### src/rtl/registro_etapa_skid_if.sv
// Valid/ready handshake bundle between the operand/result multiplexer,
// the skid register and the next pipeline stage.
`timescale 1ns/1ps
interface registro_etapa_skid_if #(
  parameter int WIDTH = 32
);
  logic [WIDTH-1:0] dato_entrada;
  logic             valido_entrada;
  logic             listo_entrada;
  logic [WIDTH-1:0] dato_salida;
  logic             valido_salida;
  logic             listo_salida;
  logic             vaciar;
  logic [1:0]       ocupacion;

  // Pipeline-register side.
  modport slave (
    input  dato_entrada, valido_entrada, listo_salida, vaciar,
    output listo_entrada, dato_salida, valido_salida, ocupacion
  );

  // Side that drives upstream data and consumes the output.
  modport master (
    output dato_entrada, valido_entrada, listo_salida, vaciar,
    input  listo_entrada, dato_salida, valido_salida, ocupacion
  );
endinterface

### src/rtl/registro_etapa_skid.sv
// Two-entry skid-buffer pipeline register behind the 2:1 operand/result mux.
// All handshake outputs decode from registered state only.
`timescale 1ns/1ps
module registro_etapa_skid #(
  parameter int WIDTH = 32
) (
  input  logic                  clk,
  input  logic                  rst,
  registro_etapa_skid_if.slave  bus
);

  // state  | meaning
  // VACIO  | no word held, ready for input
  // UNO    | one word in principal, ready for input
  // LLENO  | principal and skid both held, upstream stalled
  typedef enum logic [1:0] {
    VACIO = 2'd0,
    UNO   = 2'd1,
    LLENO = 2'd2
  } estado_e;

  estado_e          estado_q, estado_d;
  logic [WIDTH-1:0] principal_q, principal_d;
  logic [WIDTH-1:0] skid_q, skid_d;
  logic             entra;
  logic             sale;

  assign entra = bus.valido_entrada && (estado_q != LLENO);
  assign sale  = bus.listo_salida && (estado_q != VACIO);

  always_ff @(posedge clk or posedge rst) begin
    if (rst) begin
      estado_q    <= VACIO;
      principal_q <= '0;
      skid_q      <= '0;
    end else begin
      estado_q    <= estado_d;
      principal_q <= principal_d;
      skid_q      <= skid_d;
    end
  end

  always_comb begin
    estado_d    = estado_q;
    principal_d = principal_q;
    skid_d      = skid_q;
    if (bus.vaciar) begin
      // Flush wins over any transfer in the same cycle.
      estado_d    = VACIO;
      principal_d = '0;
      skid_d      = '0;
    end else begin
      case (estado_q)
        VACIO: begin
          if (entra) begin
            estado_d    = UNO;
            principal_d = bus.dato_entrada;
          end
        end
        UNO: begin
          if (entra && sale) begin
            principal_d = bus.dato_entrada;
          end else if (entra) begin
            estado_d = LLENO;
            skid_d   = bus.dato_entrada;
          end else if (sale) begin
            estado_d = VACIO;
          end
        end
        LLENO: begin
          if (sale) begin
            estado_d    = UNO;
            principal_d = skid_q;
          end
        end
        default: begin
          estado_d = VACIO;
        end
      endcase
    end
  end

  always_comb begin
    bus.ocupacion = 2'd0;
    case (estado_q)
      UNO:     bus.ocupacion = 2'd1;
      LLENO:   bus.ocupacion = 2'd2;
      default: bus.ocupacion = 2'd0;
    endcase
  end

  assign bus.valido_salida = (estado_q != VACIO);
  assign bus.listo_entrada = (estado_q != LLENO);
  assign bus.dato_salida   = principal_q;

endmodule

### src/flat_wrapper.sv
// flat-port wrapper written by rule: the top's interface ports become plain ports
module registro_etapa_skid_flat 
#(
  parameter int WIDTH = 32
)
  (clk, rst, bus_dato_entrada, bus_valido_entrada, bus_listo_salida, bus_vaciar, bus_listo_entrada, bus_dato_salida, bus_valido_salida, bus_ocupacion);
  registro_etapa_skid_if #(.WIDTH(WIDTH)) bus_i ();
  input  logic clk;
  input  logic rst;
  input wire logic [$bits(bus_i.dato_entrada)-1:0] bus_dato_entrada;
  input wire logic [$bits(bus_i.valido_entrada)-1:0] bus_valido_entrada;
  input wire logic [$bits(bus_i.listo_salida)-1:0] bus_listo_salida;
  input wire logic [$bits(bus_i.vaciar)-1:0] bus_vaciar;
  output wire logic [$bits(bus_i.listo_entrada)-1:0] bus_listo_entrada;
  output wire logic [$bits(bus_i.dato_salida)-1:0] bus_dato_salida;
  output wire logic [$bits(bus_i.valido_salida)-1:0] bus_valido_salida;
  output wire logic [$bits(bus_i.ocupacion)-1:0] bus_ocupacion;
  assign bus_i.dato_entrada = bus_dato_entrada;
  assign bus_i.valido_entrada = bus_valido_entrada;
  assign bus_i.listo_salida = bus_listo_salida;
  assign bus_i.vaciar = bus_vaciar;
  assign bus_listo_entrada = bus_i.listo_entrada;
  assign bus_dato_salida = bus_i.dato_salida;
  assign bus_valido_salida = bus_i.valido_salida;
  assign bus_ocupacion = bus_i.ocupacion;
  registro_etapa_skid #(.WIDTH(WIDTH)) u_core (.clk(clk), .rst(rst), .bus(bus_i));
endmodule
### config.mk
export PLATFORM = sky130hd
export DESIGN_NAME = registro_etapa_skid_flat
export DESIGN_NICKNAME = d
export VERILOG_FILES = /design/src/rtl/registro_etapa_skid_if.sv /design/src/rtl/registro_etapa_skid.sv /design/src/flat_wrapper.sv
export SDC_FILE = /design/constraint.sdc
export NUM_CORES = 1
export LEC_CHECK = 0
export ABC_AREA = 1
export CORE_MARGIN = 2
export CORE_UTILIZATION = 55
export DETAILED_ROUTE_END_ITERATION = 10
export GPL_ROUTABILITY_DRIVEN = 1
export GPL_TIMING_DRIVEN = 0
export PLACE_DENSITY = 0.84
export SETUP_SLACK_MARGIN = 0.2
export SLEW_MARGIN = 40
export SYNTH_ARGS = -nofsm -noshare
export SYNTH_HDL_FRONTEND = slang
export SYNTH_SLANG_ARGS = --single-unit
### constraint.sdc
create_clock -name clk -period 5 [get_ports clk]
set_input_delay 1 -clock clk [delete_from_list [all_inputs] [get_ports clk]]
set_output_delay 1 -clock clk [all_outputs]
set_load 0.005 [all_outputs]
==> metrics.md, run 1 <==
| Metric | Value |
|---|---|
| Vias | 3235 |
| FILL cells | 468 |
| CTS tree | done |
| Worst endpoint required time | 4.00 ns |
| Hold path start | u_core.bus.dato_salida[23] |
| Final critical-path share of the clock period | 0.5997 |
| PortBufs | 72 |
| Period minus WS final | 2.999 ns |
| Status | completed |
| FFs w/ async S/R, synth | 1.000 |
| Seq/Total Area, Yosys | 0.4905 |
| CP max stage delay | 0.48 ns |
| Actual slew at the worst max-slew pin | 0.4854 ns |
| Ports | 73 |
| Vias in the first global route | 3016 |
| Clock edge transition at the registers on the reported setup and hold paths | 0.07 ns |
| Critical R2R Capture | u_core.bus.dato_salida[0] |
| Maximum VDD drop | 0.1899 mV |
| PD cells | 308.0 nW/um2 |
| Leak | 0.002590 uW |
| Die width | 82.24 um |
| Launching point of the worst reg2reg path | u_core.estado_q[1] |
| Sequential Power Share | 0.452 |
| Switching part of the total | 0.2809 |
| R2r setup slk | 3.45 ns |
| Worst EP arrival | 2.00 ns |
| Critical-path top delay cell | clkdlybuf4s50_1 |
| Clock skew | 0.005560 ns |
| Gpl congestion | 0.8429 |
| Post-Place Worst Slack | 2.391 ns |
| Share of cells above drive strength 1 | 0.08436 |
| Crit path capture type | primary output |
| Worst hold path endpoint | u_core.bus.dato_salida[23] |
| Area taken by multi-input logic gates | 1400 um2 |
| Final setup vio count | 0 |
| Worst Hold Depth | 2 |
| CP Cell Sequence | inv_2, nand2_1, buf_4, buf_4, inv_1, clkdlybuf4s50_1 |
| Synth unique cells | 20 |
| Total setup buffers inserted after CTS | 0 |
| HP Class | reg2reg |
| Leading post-synthesis cells by cell area | dfrtp_1 (49%), nand2_1 (26%), nor2_1 (7.5%) |
| Largest net degree at the start of global routing | 39 |
| Crit start category | flip-flop |
| Post-route ant nets | 0 |
| Diode count | 0 |
| Synth Cell Area | 3367 um2 |
| Final Hold Vio Count | 0 |
| Commonest cells post-synth | nand2_1 (235), nor2_1 (67), dfrtp_1 (66), inv_1 (37), nand3_1 (34) |
| Clock buffer count from CTS | 9 |
| GR Util All Layers | 0.2661 |
| CTS resizes | 0 |
| Max_slew headroom | 0.6764 |
| Clock tree sinks | 66 |
| Avg Synthesized Cell Area | 7.000 um2 |
| Fmax | 333.5 MHz |
| First-pass GRT wire length | 13.42 mm |
| P_int | 972.0 uW |
| Yosys warnings | 0 |
| Most common cell in the netlist | nand2_1 |
| Hold_buf cts | 0 |
| DP HPWL | 5.747 mm |
| Synth Flop Type | dfrtp_1 |
| #FFs+latches synth | 66 |
| Initial DRT Pass Iterations | 5 |
| Synthesized instance count | 481 |
| Clock Latency Late Sink | 0.35 ns |
| Final worst-path setup slack | 2.001 ns |
| Initial Util | 0.5687 |
| Core area | 5921 um2 |
| Die area | 6763 um2 |
| H-tree depth | 3 |
| Final setup TNS | 0 ns |
| EDFF count, synth | 0 |
| Drt wl/cell | 12.99 um |
| Via/cell ratio | 5.023 |
| Worst-path fanout max | 10 |
| Synth Net Count | 518 |
| Register area | 1652 um2 |
| Initial antenna violation count | 0 |
| Post-synth top area cell | dfrtp_1 |
| Clk network pwr share | 0.326 |
| Top cell type's share of synthesized area | 0.4905 |
| Unrepaired setup endpoints after global routing | no |
| NumNets Final | 602 |
| Clock Tree Root | clkbuf_8 |
| Final wirelength | 8.367 mm |
| Gate power share | 0.223 |
| Total gr overflow | 0 |
| Synthesis-to-layout area growth | 30.36% |
| Top cell by count, worst path | buf_4 |
| Chip height | 82.24 um |
| Initial drt markers | 261 |
| Worst R2R Path Depth | 8 |
| Switching Power | 379.8 uW |
| FP Rows | 28 |
| Kind of critical path | reg2out |
| DRC | 0 |
| Max_cap viols | 0 |
| Clk buf depth | 2 |
| Max-slew violation count | 0 |
critical path, delay by kind of cell, from the launching register on:
| family | cells | cell delay, ns |
|---|---|---|
| buf+inv | 5 | 1.08 |
| simple gates | 1 | 0.15 |
| flops | 1 | 0.40 |
registers in the layout, indices dropped and copies added (netlist names):
name / count
u_core.bus.dato_salida: 32
u_core.skid_q: 32
u_core.estado_q: 2
placed cells by master, fill, tap and decap left out:
cell | Yosys | layout
a21oi_1 | 1 | 1
a31oi_2 | 1 | 1
buf_1 | 1 | 1
buf_12 | 0 | 1
buf_2 | 12 | 12
buf_4 | 8 | 8
buf_6 | 3 | 3
bufinv_16 | 0 | 1
clkbuf_1 | 2 | 4
clkbuf_8 | 0 | 10
clkdlybuf4s50_1 | 0 | 72
clkinv_2 | 0 | 2
dfrtp_1 | 66 | 66
inv_1 | 37 | 36
inv_2 | 3 | 3
inv_4 | 0 | 1
nand2_1 | 235 | 235
nand2_2 | 2 | 2
nand2_4 | 1 | 1
nand3_1 | 34 | 34
nand4_1 | 2 | 2
nor2_1 | 67 | 67
nor2_2 | 1 | 1
nor2_4 | 1 | 1
nor3_2 | 1 | 1
o21ai_0 | 3 | 3
worst max path at each step:
| stage | end | depth (start not counted) | from |
|---|---|---|---|
| floorplan | u_core.bus.dato_salida[0] | 1 | rst |
| global route | bus_ocupacion[1] | 6 | u_core.estado_q[0] |
| CTS | bus_ocupacion[1] | 6 | u_core.estado_q[0] |
| global placement | u_core.bus.dato_salida[22] | 2 | rst |
| detailed placement | bus_ocupacion[1] | 6 | u_core.estado_q[0] |
| finish | bus_ocupacion[1] | 6 | u_core.estado_q[0] |
cells by family after synthesis:
| kind of cell | synth area share |
|---|---|
| AO/OA/AOI/OAI | 0.009659 |
| flip-flops | 0.4905 |
| AND/OR/NAND/NOR | 0.4062 |
| buffers and inverters | 0.09364 |
area by class of cell:
cell class                      count  share of cell area
Multi-Input combinational cell    349              0.3190
Clock buffer                       12             0.03307
Timing Repair Buffer               73              0.1688
Inverter                           40             0.03478
Clock inverter                      3            0.009122
Tap cell                           75             0.02138
Sequential cell                    66              0.3763
Buffer                             26             0.03763
power groups by stage:
stage | registers, uW | clock network, uW | logic (uW)
after floorplan | 619 | 0 | 142
after global placement | 616 | 0 | 289
after detailed placement | 619 | 0 | 299
after CTS | 610 | 442 | 303
after global routing | 614 | 463 | 336
final | 610 | 440 | 301
stage by stage:
stage | utilization | std cells | hold WS [ns] | instance area (um2) | power (uW)
finish | 0.7413 | 644 | 0.4724 | 4389 | 1352
global route | 0.7413 | 644 | 0.4923 | 4389 | 1413
CTS | 0.7413 | 644 | 0.4746 | 4389 | 1354
detailed placement | 0.7101 | 629 | 0.4575 | 4204 | 917.8
global placement | 0.7063 | 628 | 0.4533 | 4182 | 905.3
floorplan | - | 481 | 0.4426 | 3367 | 761.0
routing by layer:
metal / GRT usage / wire [um] / up-vias
met1: 0.3362 / 3562 / 1509
met4: 0.1367 / 199 / 0
met5: 0 / 0 / -
met2: 0.4419 / 4210 / 104
met3: 0.04130 / 394 / 18
li1: - / - / 1604
(Power assumes the default switching activity.)
==> run 2, diff against run 1 <==
--- a/config.mk
+++ b/config.mk
@@ -7,11 +7,11 @@
 export LEC_CHECK = 0
 export ABC_AREA = 1
 export CORE_MARGIN = 2
-export CORE_UTILIZATION = 55
+export CORE_UTILIZATION = 51
 export DETAILED_ROUTE_END_ITERATION = 10
 export GPL_ROUTABILITY_DRIVEN = 1
 export GPL_TIMING_DRIVEN = 0
-export PLACE_DENSITY = 0.84
+export PLACE_DENSITY = 0.78
 export SETUP_SLACK_MARGIN = 0.2
 export SLEW_MARGIN = 40
 export SYNTH_ARGS = -nofsm -noshare
==> constraint.sdc (replaced) <==
create_clock -name clk -period 3.1 [get_ports clk]
set_input_delay 0.62 -clock clk [delete_from_list [all_inputs] [get_ports clk]]
set_output_delay 0.62 -clock clk [all_outputs]
set_load 0.005 [all_outputs]
==> run 2 against run 1 <==
Net effect:
- combinational power increased by 59%
- power rose by 61%
- worst setup slack lost 1.5 ns
- sequential power grew 61%
- clock power up 62%
- sequential share of layout area barely moved
- hold slack lost 0.0023 ns
- critical path type unchanged
- largest cell class unchanged
==> metrics.md, run 2 (same netlist as run 1, synthesis figures left out) <==
| Metric | Value |
|---|---|
| Die width | 85.25 um (+3.7%) |
| Total setup buffers inserted after CTS | 0 (unchanged) |
| Fmax | 382.1 MHz |
| Clock Tree Root | clkbuf_8 |
| Post-route cell area | 4392 um2 (about the same) |
| Max_cap viols | 0 (unchanged) |
| CP max stage delay | 0.49 ns (about the same) |
| Clock buffer count from CTS | 9 (unchanged) |
| Worst hold path endpoint | u_core.bus.dato_salida[15] |
| Most frequent cells in the layout | nand2_1 (235), clkdlybuf4s50_1 (72), nor2_1 (67) |
| GR Util All Layers | 0.2336 (-0.03253) |
| Vias | 3121 (-3.5%) |
| Final setup vio count | 0 (unchanged) |
| First-pass GRT wire length | 13.52 mm (+0.72%) |
| Post-route ant nets | 0 (unchanged) |
| Hold_buf cts | 0 (unchanged) |
| Worst-path fanout max | 10 (unchanged) |
| Critical R2R Capture | u_core.bus.dato_salida[31] |
| Total gr overflow | 0 (unchanged) |
| Drt wl/cell | 12.40 um (-4.5%) |
| Most common cell after layout, fill and taps aside | nand2_1 |
| Worst Hold Depth | 2 (unchanged) |
| Vias in the first global route | 2900 (-3.8%) |
| Final critical-path share of the clock period | 0.8443 |
| Placement-stage cell area | 4207 um2 (about the same) |
| Final Hold Vio Count | 0 (unchanged) |
| Switching part of the total | 0.2782 (-0.002749) |
| Crit path capture type | primary output |
| PortBufs | 72 (unchanged) |
| CTS resizes | 0 (unchanged) |
| DP HPWL | 5.602 mm (-2.5%) |
| Clk network pwr share | 0.327 (about the same) |
| Crit start category | flip-flop |
| Clock edge transition at the registers on the reported setup and hold paths | 0.07 ns (about the same) |
| PD cells | 494.6 nW/um2 (+61%) |
| Critical-path top delay cell | clkdlybuf4s50_1 |
| Max_slew headroom | 0.6695 (-0.006934) |
| R2r setup slk | 1.56 ns (-1.89 ns) |
| Chip height | 85.25 um (+3.7%) |
| CTS tree | done |
| Launching point of the worst reg2reg path | u_core.estado_q[1] |
| Clock Latency Late Sink | 0.35 ns (about the same) |
| Largest net degree at the start of global routing | 41 (+5.1%) |
| HP Class | reg2reg |
| Clk buf depth | 2 (unchanged) |
| H-tree depth | 3 (unchanged) |
| Kind of critical path | reg2out |
| FP Rows | 29 (+3.6%) |
| Share of cells above drive strength 1 | 0.08436 (unchanged) |
| Gpl congestion | 0.8054 (-4.4%) |
| Clock skew | 0.007061 ns (+0.001501 ns) |
| Actual slew at the worst max-slew pin | 0.4958 ns (+0.01040 ns) |
| CP Cell Sequence | inv_2, nand2_1, buf_4, buf_4, inv_1, clkdlybuf4s50_1 |
| P_int | 1568 uW (+61%) |
| Sequential Power Share | 0.452 (about the same) |
| Hold WS | 0.4701 ns (-0.002267 ns) |
| Via/cell ratio | 4.831 (-3.8%) |
| Design Power | 2172 uW (+61%) |
| NumNets Final | 602 (unchanged) |
| Initial drt markers | 255 (-2.3%) |
| Top cell by count, worst path | buf_4 |
| Hold path start | u_core.bus.dato_salida[15] |
| Ports | 73 (unchanged) |
| Worst endpoint required time | 2.48 ns (-1.52 ns) |
| Leak | 0.002590 uW (unchanged) |
| Final setup TNS | 0 ns (unchanged) |
| Worst EP arrival | 2.00 ns (about the same) |
| Diode count | 0 (unchanged) |
| Unrepaired setup endpoints after global routing | no |
| Initial antenna violation count | 0 (unchanged) |
| Gate power share | 0.221 (-0.002) |
| Core area | 6350 um2 (+7.2%) |
| Initial Util | 0.5302 (-0.03844) |
| Synthesis-to-layout area growth | 30.43% (about the same) |
| Switching Power | 604.2 uW (+59%) |
| Period minus WS final | 2.617 ns |
| Initial DRT Pass Iterations | 5 (unchanged) |
| Worst R2R Path Depth | 8 (unchanged) |
| Die area | 7268 um2 (+7.5%) |
| Status | completed |
| Max-slew violation count | 0 (unchanged) |
| Clock tree sinks | 66 (unchanged) |
| Final wirelength | 8.013 mm (-4.2%) |
| DRC | 0 (unchanged) |
| Maximum VDD drop | 0.3673 mV (+93%) |
## run 2: cell counts in the layout (fill, tap and decap cells not counted)
No cell type changed its count.
## run 2: power groups by stage
stage               Clock (uW)  Combinational, uW  Sequential [uW]
global placement             0                469              993
finish                     711                479              982
CTS                        720                484              982
global route               756                533              992
floorplan                    0                230              998
detailed placement           0                481              997
## run 2: layout make-up
| class | instances | area, um2 |
|---|---|---|
| Buffer | 26 | 165.2 |
| Clock inverter | 3 | 40.04 |
| Inverter | 40 | 152.6 |
| Tap cell | 77 | 96.34 |
| Sequential cell | 66 | 1652 |
| Multi-Input combinational cell | 349 | 1400 |
| Clock buffer | 12 | 145.1 |
| Timing Repair Buffer | 73 | 740.7 |
| Fill cell | 549 | 1958 |
## run 2: layer usage
layer  up-vias  wire, um  track usage
met2        88      3772       0.3693
met5         -         0            0
met4         0       211      0.09668
li1       1600         -            -
met3        20       409      0.03988
met1      1413      3618       0.3204
## run 2: per-stage QoR
step | setup WS (ns) | std cells | util
final | 0.4827 | 646 | 0.6916
after CTS | 0.4838 | 646 | 0.6916
after detailed placement | 0.8579 | 631 | 0.6625
after global routing | 0.3736 | 646 | 0.6916
after global placement | -0.3561 | 630 | 0.6589
after floorplan | 0.8252 | 481 | -
## run 2: worst max-delay path, delay by kind of cell, from the launching register on
family / cells / cell delay, ns
AND/OR/NAND/NOR: 1 / 0.15
buffers and inverters: 5 / 1.10
flip-flops: 1 / 0.40
## run 2: how the worst max path moves through the flow
stage                     slack, ns               start  depth (start not counted)                          to
final                          0.48  u_core.estado_q[0]                          6            bus_ocupacion[1]
after global routing           0.37  u_core.estado_q[0]                          6            bus_ocupacion[1]
after CTS                      0.48  u_core.estado_q[0]                          6            bus_ocupacion[1]
after detailed placement       0.86  u_core.estado_q[0]                          6            bus_ocupacion[1]
after global placement        -0.36                 rst                          2  u_core.bus.dato_salida[19]
after floorplan                0.83                 rst                          1   u_core.bus.dato_salida[0]
